[config.mk]
export PLATFORM = sky130hd
export DESIGN_NAME = veerwolf_wb_initiator
export DESIGN_NICKNAME = d
export VERILOG_FILES = /design/src/rtl/veerwolf_wb_pkg.sv /design/src/rtl/veerwolf_wb_watchdog.sv /design/src/rtl/veerwolf_wb_initiator.sv
export SDC_FILE = /design/constraint.sdc
export NUM_CORES = 1
export LEC_CHECK = 0
export CAP_MARGIN = 10
export CORE_AREA = 4 4 147 78
export DETAILED_ROUTE_END_ITERATION = 10
export DIE_AREA = 0 0 151 82
export PLACE_DENSITY = 0.75
export SYNTH_ARGS = -nofsm -noshare
export SYNTH_HDL_FRONTEND = slang
export SYNTH_SLANG_ARGS = --single-unit
[constraint.sdc]
create_clock -name i_clk -period 5.19 [get_ports i_clk]
set_input_delay 1.557 -clock i_clk [delete_from_list [all_inputs] [get_ports i_clk]]
set_output_delay 1.557 -clock i_clk [all_outputs]
set_load 0.03 [all_outputs]
[src/rtl/veerwolf_wb_pkg.sv]
// rtl/veerwolf_wb_pkg.sv - shared Wishbone initiator types and constants
package veerwolf_wb_pkg;

    localparam int WB_DW = 32;
    localparam int WB_SW = 4;

    typedef enum logic [1:0] {
        ST_IDLE = 2'd0,
        ST_BUS  = 2'd1,
        ST_RESP = 2'd2
    } wb_state_e;

    // Response status, also consumed by debug bridges layered on this initiator
    typedef enum logic [1:0] {
        WB_RSP_OK      = 2'd0,
        WB_RSP_TIMEOUT = 2'd1,
        WB_RSP_BUSERR  = 2'd2
    } wb_status_e;

endpackage

[src/rtl/veerwolf_wb_watchdog.sv]
// rtl/veerwolf_wb_watchdog.sv - loadable down-counter that flags a non-responding slave
module veerwolf_wb_watchdog #(
    parameter int TIMEOUT = 255
) (
    input  logic i_clk,
    input  logic i_rst,
    input  logic i_load,
    input  logic i_run,
    output logic o_expired
);

    localparam int CW = (TIMEOUT > 0) ? $clog2(TIMEOUT + 1) : 1;

    logic [CW-1:0] count_q, count_d;

    always_comb begin
        count_d = count_q;
        if (i_load) begin
            count_d = CW'(TIMEOUT);
        end else if (i_run && (count_q != '0)) begin
            count_d = count_q - CW'(1);
        end
    end

    always_ff @(posedge i_clk) begin
        if (i_rst) begin
            count_q <= '0;
        end else begin
            count_q <= count_d;
        end
    end

    // Flags the edge on which the count reaches 0, i.e. after TIMEOUT running cycles
    assign o_expired = (TIMEOUT != 0) && i_run && (count_q == CW'(1));

endmodule

[src/rtl/veerwolf_wb_initiator.sv]
// rtl/veerwolf_wb_initiator.sv - single-access Wishbone classic initiator; WB_INITIATOR_ERR_EN adds i_wb_err
module veerwolf_wb_initiator
    import veerwolf_wb_pkg::*;
#(
    parameter int AW      = 6,
    parameter int TIMEOUT = 255
) (
    input  logic             i_clk,
    input  logic             i_rst,
    input  logic             i_cmd_valid,
    output logic             o_cmd_ready,
    input  logic [AW-1:0]    i_cmd_adr,
    input  logic [WB_DW-1:0] i_cmd_dat,
    input  logic [WB_SW-1:0] i_cmd_sel,
    input  logic             i_cmd_we,
    output logic             o_rsp_valid,
    input  logic             i_rsp_ready,
    output logic [WB_DW-1:0] o_rsp_dat,
    output logic             o_rsp_err,
    output logic [AW-1:0]    o_wb_adr,
    output logic [WB_DW-1:0] o_wb_dat,
    output logic [WB_SW-1:0] o_wb_sel,
    output logic             o_wb_we,
    output logic             o_wb_cyc,
    output logic             o_wb_stb,
    input  logic [WB_DW-1:0] i_wb_rdt,
`ifdef WB_INITIATOR_ERR_EN
    input  logic             i_wb_err,
`endif
    input  logic             i_wb_ack
);

    wb_state_e        state_q, state_d;
    logic [AW-1:0]    adr_q, adr_d;
    logic [WB_DW-1:0] dat_q, dat_d;
    logic [WB_SW-1:0] sel_q, sel_d;
    logic             we_q, we_d;
    logic             cyc_q, cyc_d;
    logic             rsp_valid_q, rsp_valid_d;
    logic [WB_DW-1:0] rsp_dat_q, rsp_dat_d;
    wb_status_e       status_q, status_d;
    logic             wd_load;
    logic             wd_expired;
    logic             bus_err;

`ifdef WB_INITIATOR_ERR_EN
    assign bus_err = i_wb_err;
`else
    assign bus_err = 1'b0;
`endif

    veerwolf_wb_watchdog #(
        .TIMEOUT (TIMEOUT)
    ) u_watchdog (
        .i_clk     (i_clk),
        .i_rst     (i_rst),
        .i_load    (wd_load),
        .i_run     (state_q == ST_BUS),
        .o_expired (wd_expired)
    );

    always_comb begin
        state_d     = state_q;
        adr_d       = adr_q;
        dat_d       = dat_q;
        sel_d       = sel_q;
        we_d        = we_q;
        cyc_d       = cyc_q;
        rsp_valid_d = rsp_valid_q;
        rsp_dat_d   = rsp_dat_q;
        status_d    = status_q;
        wd_load     = 1'b0;
        unique case (state_q)
            ST_IDLE: begin
                if (i_cmd_valid) begin
                    adr_d   = i_cmd_adr;
                    dat_d   = i_cmd_dat;
                    sel_d   = i_cmd_sel;
                    we_d    = i_cmd_we;
                    cyc_d   = 1'b1;
                    wd_load = 1'b1;
                    state_d = ST_BUS;
                end
            end
            ST_BUS: begin
                // Priority err > ack > expiry: a terminated cycle never reports timeout
                if (bus_err) begin
                    cyc_d       = 1'b0;
                    rsp_valid_d = 1'b1;
                    rsp_dat_d   = '0;
                    status_d    = WB_RSP_BUSERR;
                    state_d     = ST_RESP;
                end else if (i_wb_ack) begin
                    cyc_d       = 1'b0;
                    rsp_valid_d = 1'b1;
                    rsp_dat_d   = we_q ? '0 : i_wb_rdt;
                    status_d    = WB_RSP_OK;
                    state_d     = ST_RESP;
                end else if (wd_expired) begin
                    cyc_d       = 1'b0;
                    rsp_valid_d = 1'b1;
                    rsp_dat_d   = '0;
                    status_d    = WB_RSP_TIMEOUT;
                    state_d     = ST_RESP;
                end
            end
            ST_RESP: begin
                if (i_rsp_ready) begin
                    rsp_valid_d = 1'b0;
                    state_d     = ST_IDLE;
                end
            end
            default: begin
                cyc_d       = 1'b0;
                rsp_valid_d = 1'b0;
                state_d     = ST_IDLE;
            end
        endcase
    end

    always_ff @(posedge i_clk) begin
        if (i_rst) begin
            state_q     <= ST_IDLE;
            adr_q       <= '0;
            dat_q       <= '0;
            sel_q       <= '0;
            we_q        <= 1'b0;
            cyc_q       <= 1'b0;
            rsp_valid_q <= 1'b0;
            rsp_dat_q   <= '0;
            status_q    <= WB_RSP_OK;
        end else begin
            state_q     <= state_d;
            adr_q       <= adr_d;
            dat_q       <= dat_d;
            sel_q       <= sel_d;
            we_q        <= we_d;
            cyc_q       <= cyc_d;
            rsp_valid_q <= rsp_valid_d;
            rsp_dat_q   <= rsp_dat_d;
            status_q    <= status_d;
        end
    end

    assign o_cmd_ready = (state_q == ST_IDLE) && !i_rst;
    assign o_wb_adr    = adr_q;
    assign o_wb_dat    = dat_q;
    assign o_wb_sel    = sel_q;
    assign o_wb_we     = we_q;
    assign o_wb_cyc    = cyc_q;
    assign o_wb_stb    = cyc_q;
    assign o_rsp_valid = rsp_valid_q;
    assign o_rsp_dat   = rsp_dat_q;
    assign o_rsp_err   = (status_q != WB_RSP_OK);

endmodule

==> metrics.cfg, run 1 <==
[die]
design.core.area_sq_um = 10100
die_area_sq_um = 12400
die_y_microns = 82
rows = 26
start_util_pct = 34.6
die_w_microns = 151
io_pins = 160

[layout]
final_nets = 635
ff_latch_area_sq_um = 1760
synthToLayoutAreaGrowth_pct = 55.5
n_fill_cell = 931
drive_gt1_share_pct = 5.38
antennaDiodeCount = 0
multi_input_area_sq_um = 1550

[global_routing]
grt_max_degree = 89
track_usage_pct = 16.1
grt_pass1_vias = 3331
grt_pass1_wl_microns = 16100
antenna_found_initial = 0
grt_overflow = 0

[synth]
async_flop_share_pct = 0
synth_area_per_cell_sq_um = 8.33
synth_cells = 419
synthesis.nets = 501
synth_seq_cells = 88
ys.warnings.count = 0
synth_edf_count = 0
ys_seq_area_share_pct = 50.5
yosysUniqueCellTypes = 40
synth_area_sq_um = 3490
ys.flop_type = dfxtp_1

[critical_path]
arrival_ps = 2580
path_depth = 3
crit_chain = buf_2, nor3_1, clkdlybuf4s50_1
reg2reg_to = u_watchdog.count_q[4]
r2r-start = state_q[0]
reg2reg_depth = 4
crit_buf_inv = 2
cp_top_family = buffers and inverters
crit_required_ps = 3630
rrSetupSlack_ps = 3110
endpoint_kind = output port
critPathMaxStageDelay_ps = 720
critPathLaunchType = primary input
crit_fanout = 2
cp_slowest_cell = clkdlybuf4s50_1
crit_end = o_cmd_ready
critical_path_class = in -> out
critPathLaunch = i_rst

[run]
maxCapViolCount = 0

[clocking]
htreeDepth = 3
clock-sinks = 88
cts_max_path_buffers = 2
cts_buffers = 9
cts_resized = 0
postCtsSetupBuffers = 0
cts_tree = yes
clock_latency_ps = 330
root_buffer = clkbuf_16
holdBufCountCts = 0
path_clk_slew_ps = 60

[placement]
hpwl_microns = 6690
io_buffers = 159
gp_congestion = 0.775

[route]
first_pass_iters = 4
avgRoutedWirePerCell_microns = 14.4
drc = 0
drt_wl_total_microns = 10100
ant_nets = 0
vias_per_cell = 4.97
drt_iter0_drc = 176
vias = 3470

[min_path]
holdPathStages = 2
hold_class = reg -> reg

[timing]
slew_viol_final = 0
fin_setup_tns_ps = 0
hold_violations = 0
rsz0062_at_grt = false
period_share_pct = 79.8
finalCriticalPeriod_ps = 4140
worstMarginPinSlew_ps = 1020
slew_headroom_pct = 31.7
setup_viol = 0
hold_ws_ps = 451
fmax_ghz = 0.241
fin_skew_ps = 7.07

[pwr]
ir_drop_mv = 0.173
power.leakage_nw = 1.85
power.density_nw_per_um2 = 326
power_w = 0.00177

[status]
status = complete, no violations

flip-flops by register name, summed over array words and instances, names as in the netlist, 2 cells and up:
name and flops:
o_rsp_dat 32, o_wb_dat 32, u_watchdog.count_q 8, o_wb_adr 6, o_wb_sel 4, state_q 2
tightest hold or removal path, stage by stage (launching register included):
cell and delay (ps):
dfxtp_1 300, nand2_1 50, a21oi_1 50
stage by stage:
| step | cell area [sq um] | std cells | setup slack (ps) | utilization (%) |
|---|---|---|---|---|
| finish | 5430 | 698 | 1050 | 53.8 |
| global route | 5430 | 698 | 1020 | 53.8 |
| CTS | 5430 | 698 | 1040 | 53.8 |
| detailed placement | 5130 | 682 | 1060 | 50.9 |
| global placement | 5130 | 682 | 990 | 50.9 |
| floorplan | 3490 | 419 | 1070 | - |
area by class of cell:
| class | instances | area share, % |
|---|---|---|
| multi-input combinational | 285 | 28.6 |
| inverter | 5 | 0.346 |
| clock buffer | 11 | 4.47 |
| clock inverter | 5 | 1.04 |
| tap | 140 | 3.23 |
| timing repair buffer | 164 | 29.9 |
| sequential | 88 | 32.4 |
metal layers:
layer	share of wire [%]	global-route usage, %	up-vias
met1	43	18.6	1615
met5	0	0	-
li1	-	-	1761
met3	6.1	5.07	9
met4	1.2	5.52	0
met2	50	28.5	85
where the power goes:
group	leakage (nW)	total (W)	internal, W	switching [W]
combinational	0.982	0.000376	0.000166	0.000209
sequential	0.720	0.000752	0.000720	0.0000321
clock	0.145	0.000643	0.000385	0.000258
cell usage after synthesis (2+ instances only):
cell type	instances	area share (%)
nand2_1	120	13
dfxtp_1	88	50
a21oi_1	78	11
a311oi_1	33	8.3
buf_2	20	2.9
clkbuf_1	20	2.2
a31oi_1	6	1.1
o21ai_0	6	0.86
inv_1	5	0.54
nor3_1	3	0.43
nor4_1	3	0.54
a31o_2	2	0.50
ha_1	2	0.72
nand3_1	2	0.29
nand4b_1	2	0.50
nor2_1	2	0.22
nor3b_1	2	0.43
o211a_1	2	0.57
or4b_1	2	0.57
cells in the final DEF (no fill, tap or decap), drive strengths merged, types with 3 or more instances in the layout:
master         count
a21oi             78
dfxtp             88
buf                6
a31oi              6
o21ai              7
nor3               4
clkdlybuf4s50    158
clkbuf            11
clkinv             3
nand2            120
nor4               3
a311oi            33
inv                5
how the worst min path moves through the flow:
stage                          startpoint  slack (ps)                     to
floorplan           u_watchdog.count_q[7]         470  u_watchdog.count_q[7]
global placement             o_wb_dat[16]         440           o_wb_dat[16]
detailed placement            o_wb_adr[5]         450            o_wb_adr[5]
CTS                           o_wb_adr[5]         450            o_wb_adr[5]
global route                 o_wb_dat[11]         470           o_wb_dat[11]
finish                        o_wb_adr[5]         450            o_wb_adr[5]
cells by family (layout without fill, tap and decap cells):
kind of cell             count (synthesis)  after routing  synth area share [%]
AND/OR/NAND/NOR                        148            148                  18.7
AO/OA/AOI/OAI                          135            135                  24.3
flip-flops                              88             88                  50.5
buffers and inverters                   46            185                  5.77
adder cells (fa/ha/maj)                  2              2                 0.717
Note: power is estimated with default switching activity, not from simulation.
==> inputs of run 2 (changes only) <==
--- a/config.mk
+++ b/config.mk
@@ -9,7 +9,7 @@
 export CORE_AREA = 4 4 147 78
 export DETAILED_ROUTE_END_ITERATION = 10
 export DIE_AREA = 0 0 151 82
-export PLACE_DENSITY = 0.75
+export PLACE_DENSITY = 0.77
 export SYNTH_ARGS = -nofsm -noshare
 export SYNTH_HDL_FRONTEND = slang
 export SYNTH_SLANG_ARGS = --single-unit
==> constraint.sdc (replaced) <==
create_clock -name i_clk -period 3.7 [get_ports i_clk]
set_input_delay 1.11 -clock i_clk [delete_from_list [all_inputs] [get_ports i_clk]]
set_output_delay 1.11 -clock i_clk [all_outputs]
set_load 0.03 [all_outputs]
==> run 2 against run 1 <==
Net effect:
- global-route usage is 0.22 points higher
- clock-buffer cell count is 2 higher
- register-to-register slack worse by 1600 ps
- critical path type unchanged
- largest cell class unchanged
==> metrics.cfg, run 2 (synthesis results as in run 1) <==
[die]
io_pins = 160
start_util_pct = 34.6
rows = 26
die_y_microns = 82
die_area_sq_um = 12400
die_w_microns = 151
design.core.area_sq_um = 10100

[clocking]
clock-sinks = 88
cts_buffers = 9
clock_latency_ps = 330
path_clk_slew_ps = 60
holdBufCountCts = 0
root_buffer = clkbuf_16
cts_tree = yes
cts_resized = 0
htreeDepth = 3
postCtsSetupBuffers = 0
cts_max_path_buffers = 2

[timing]
period_share_pct = 75.2
slew_viol_final = 0
finalCriticalPeriod_ps = 2780
fin_skew_ps = 5.93
slew_headroom_pct = 28.1
setup_viol = 0
fmax_ghz = 0.359
worstMarginPinSlew_ps = 1070
rsz0062_at_grt = false
hold_violations = 0
fin_setup_tns_ps = 0

[pwr]
seqPwrFrac_pct = 42.2
switching_share_pct = 28.0
power_frac_clock_pct = 36.7
ir_drop_mv = 0.239
power_switching_w = 0.000702
internal-power_w = 0.00180
power.leakage_nw = 1.85
combPwrFrac_pct = 21.2
power.density_nw_per_um2 = 461

[route]
vias_per_cell = 5.06
drt_wl_total_microns = 10300
vias = 3529
avgRoutedWirePerCell_microns = 14.8
drc = 0
first_pass_iters = 4
drt_iter0_drc = 249
ant_nets = 0

[status]
status = complete, no violations

[critical_path]
crit_fanout = 2
crit_required_ps = 2590
endpoint_kind = output port
arrival_ps = 1670
crit_chain = buf_2, nor3_1, buf_12
critPathLaunchType = primary input
critPathMaxStageDelay_ps = 270
rrSetupSlack_ps = 1530
critical_path_class = in -> out
cp_slowest_cell = nor3_1
reg2reg_depth = 3

[layout]
drive_gt1_share_pct = 5.21
final_nets = 634
antennaDiodeCount = 0
n_fill_cell = 924
fin_area_sq_um = 5430
final_common_cell = clkdlybuf4s50_1
synthToLayoutAreaGrowth_pct = 55.6
final_cell_mix = clkdlybuf4s50_1 (157), nand2_1 (120), dfxtp_1 (88)

[placement]
hpwl_microns = 6800
gp_congestion = 0.773
post_dp_cell_area_sq_um = 5130
io_buffers = 159

[global_routing]
track_usage_pct = 16.3
grt_overflow = 0
grt_pass1_wl_microns = 16100
grt_max_degree = 89
grt_pass1_vias = 3352
antenna_found_initial = 0

[min_path]
holdPathStages = 2
hold_class = reg -> reg

[run]
maxCapViolCount = 0

==> run 2: cell types whose count changed in the layout (fill, tap and decap cells not counted) <==
cell	before	now
buf_12	0	1
buf_4	5	4
clkbuf_1	1	2
clkbuf_8	1	2
clkdlybuf4s50_1	158	157
clkinv_4	1	0
clkinvlp_4	1	0
==> run 2: worst max-delay path: cells and delay by family <==
kind                   cells  cell delay, ps
AND/OR/NAND/NOR            1             270
buffers and inverters      2             290
==> run 2: final cells by class <==
class	count	area (sq um)	share of cell area [%]
flip-flops and latches	88	1760	32.4
repair buffers	163	1630	29.9
multi-input cells	285	1550	28.5
clock buffers	13	260	4.79
well taps	140	175	3.22
clock inverters	3	40.0	0.737
inverters	5	18.8	0.345
==> run 2: through the flow <==
step	power, W	utilization, %	hold WS (ps)	cells	setup WS, ps
after floorplan	0.00137	-	469	419	470
after global placement	0.00160	50.9	441	681	732
after detailed placement	0.00161	50.9	446	681	666
after CTS	0.00254	53.9	454	697	912
after global routing	0.00263	53.9	469	697	822
final	0.00251	53.9	453	697	918
==> run 2: metal layers <==
metal	global-route usage [%]	part of all wire (%)	vias to the layer above
met5	0	0	-
met4	6.15	2.2	0
met2	28.9	50	91
met3	5.13	5.6	22
met1	18.6	42	1660
li1	-	-	1756
==> run 2: final timing paths <==
| path | startpoint | end |
|---|---|---|
| worst max-delay path | i_rst | o_cmd_ready |
| worst min-delay path | o_wb_dat[28] | o_wb_dat[28] |
| worst max register to register | state_q[0] | o_rsp_dat[6] |
| worst min register to register | o_wb_dat[28] | o_wb_dat[28] |
==> run 2: power by group through the flow <==
| stage | clock, W | sequential [W] | combinational, W |
|---|---|---|---|
| 3_5_place_dp | 0 | 0.00108 | 0.000532 |
| 6_report | 0.000918 | 0.00106 | 0.000530 |
| 2_1_floorplan | 0 | 0.00116 | 0.000206 |
| 3_3_place_gp | 0 | 0.00107 | 0.000524 |
| 5_1_grt | 0.000990 | 0.00107 | 0.000570 |
| 4_1_cts | 0.000949 | 0.00106 | 0.000534 |
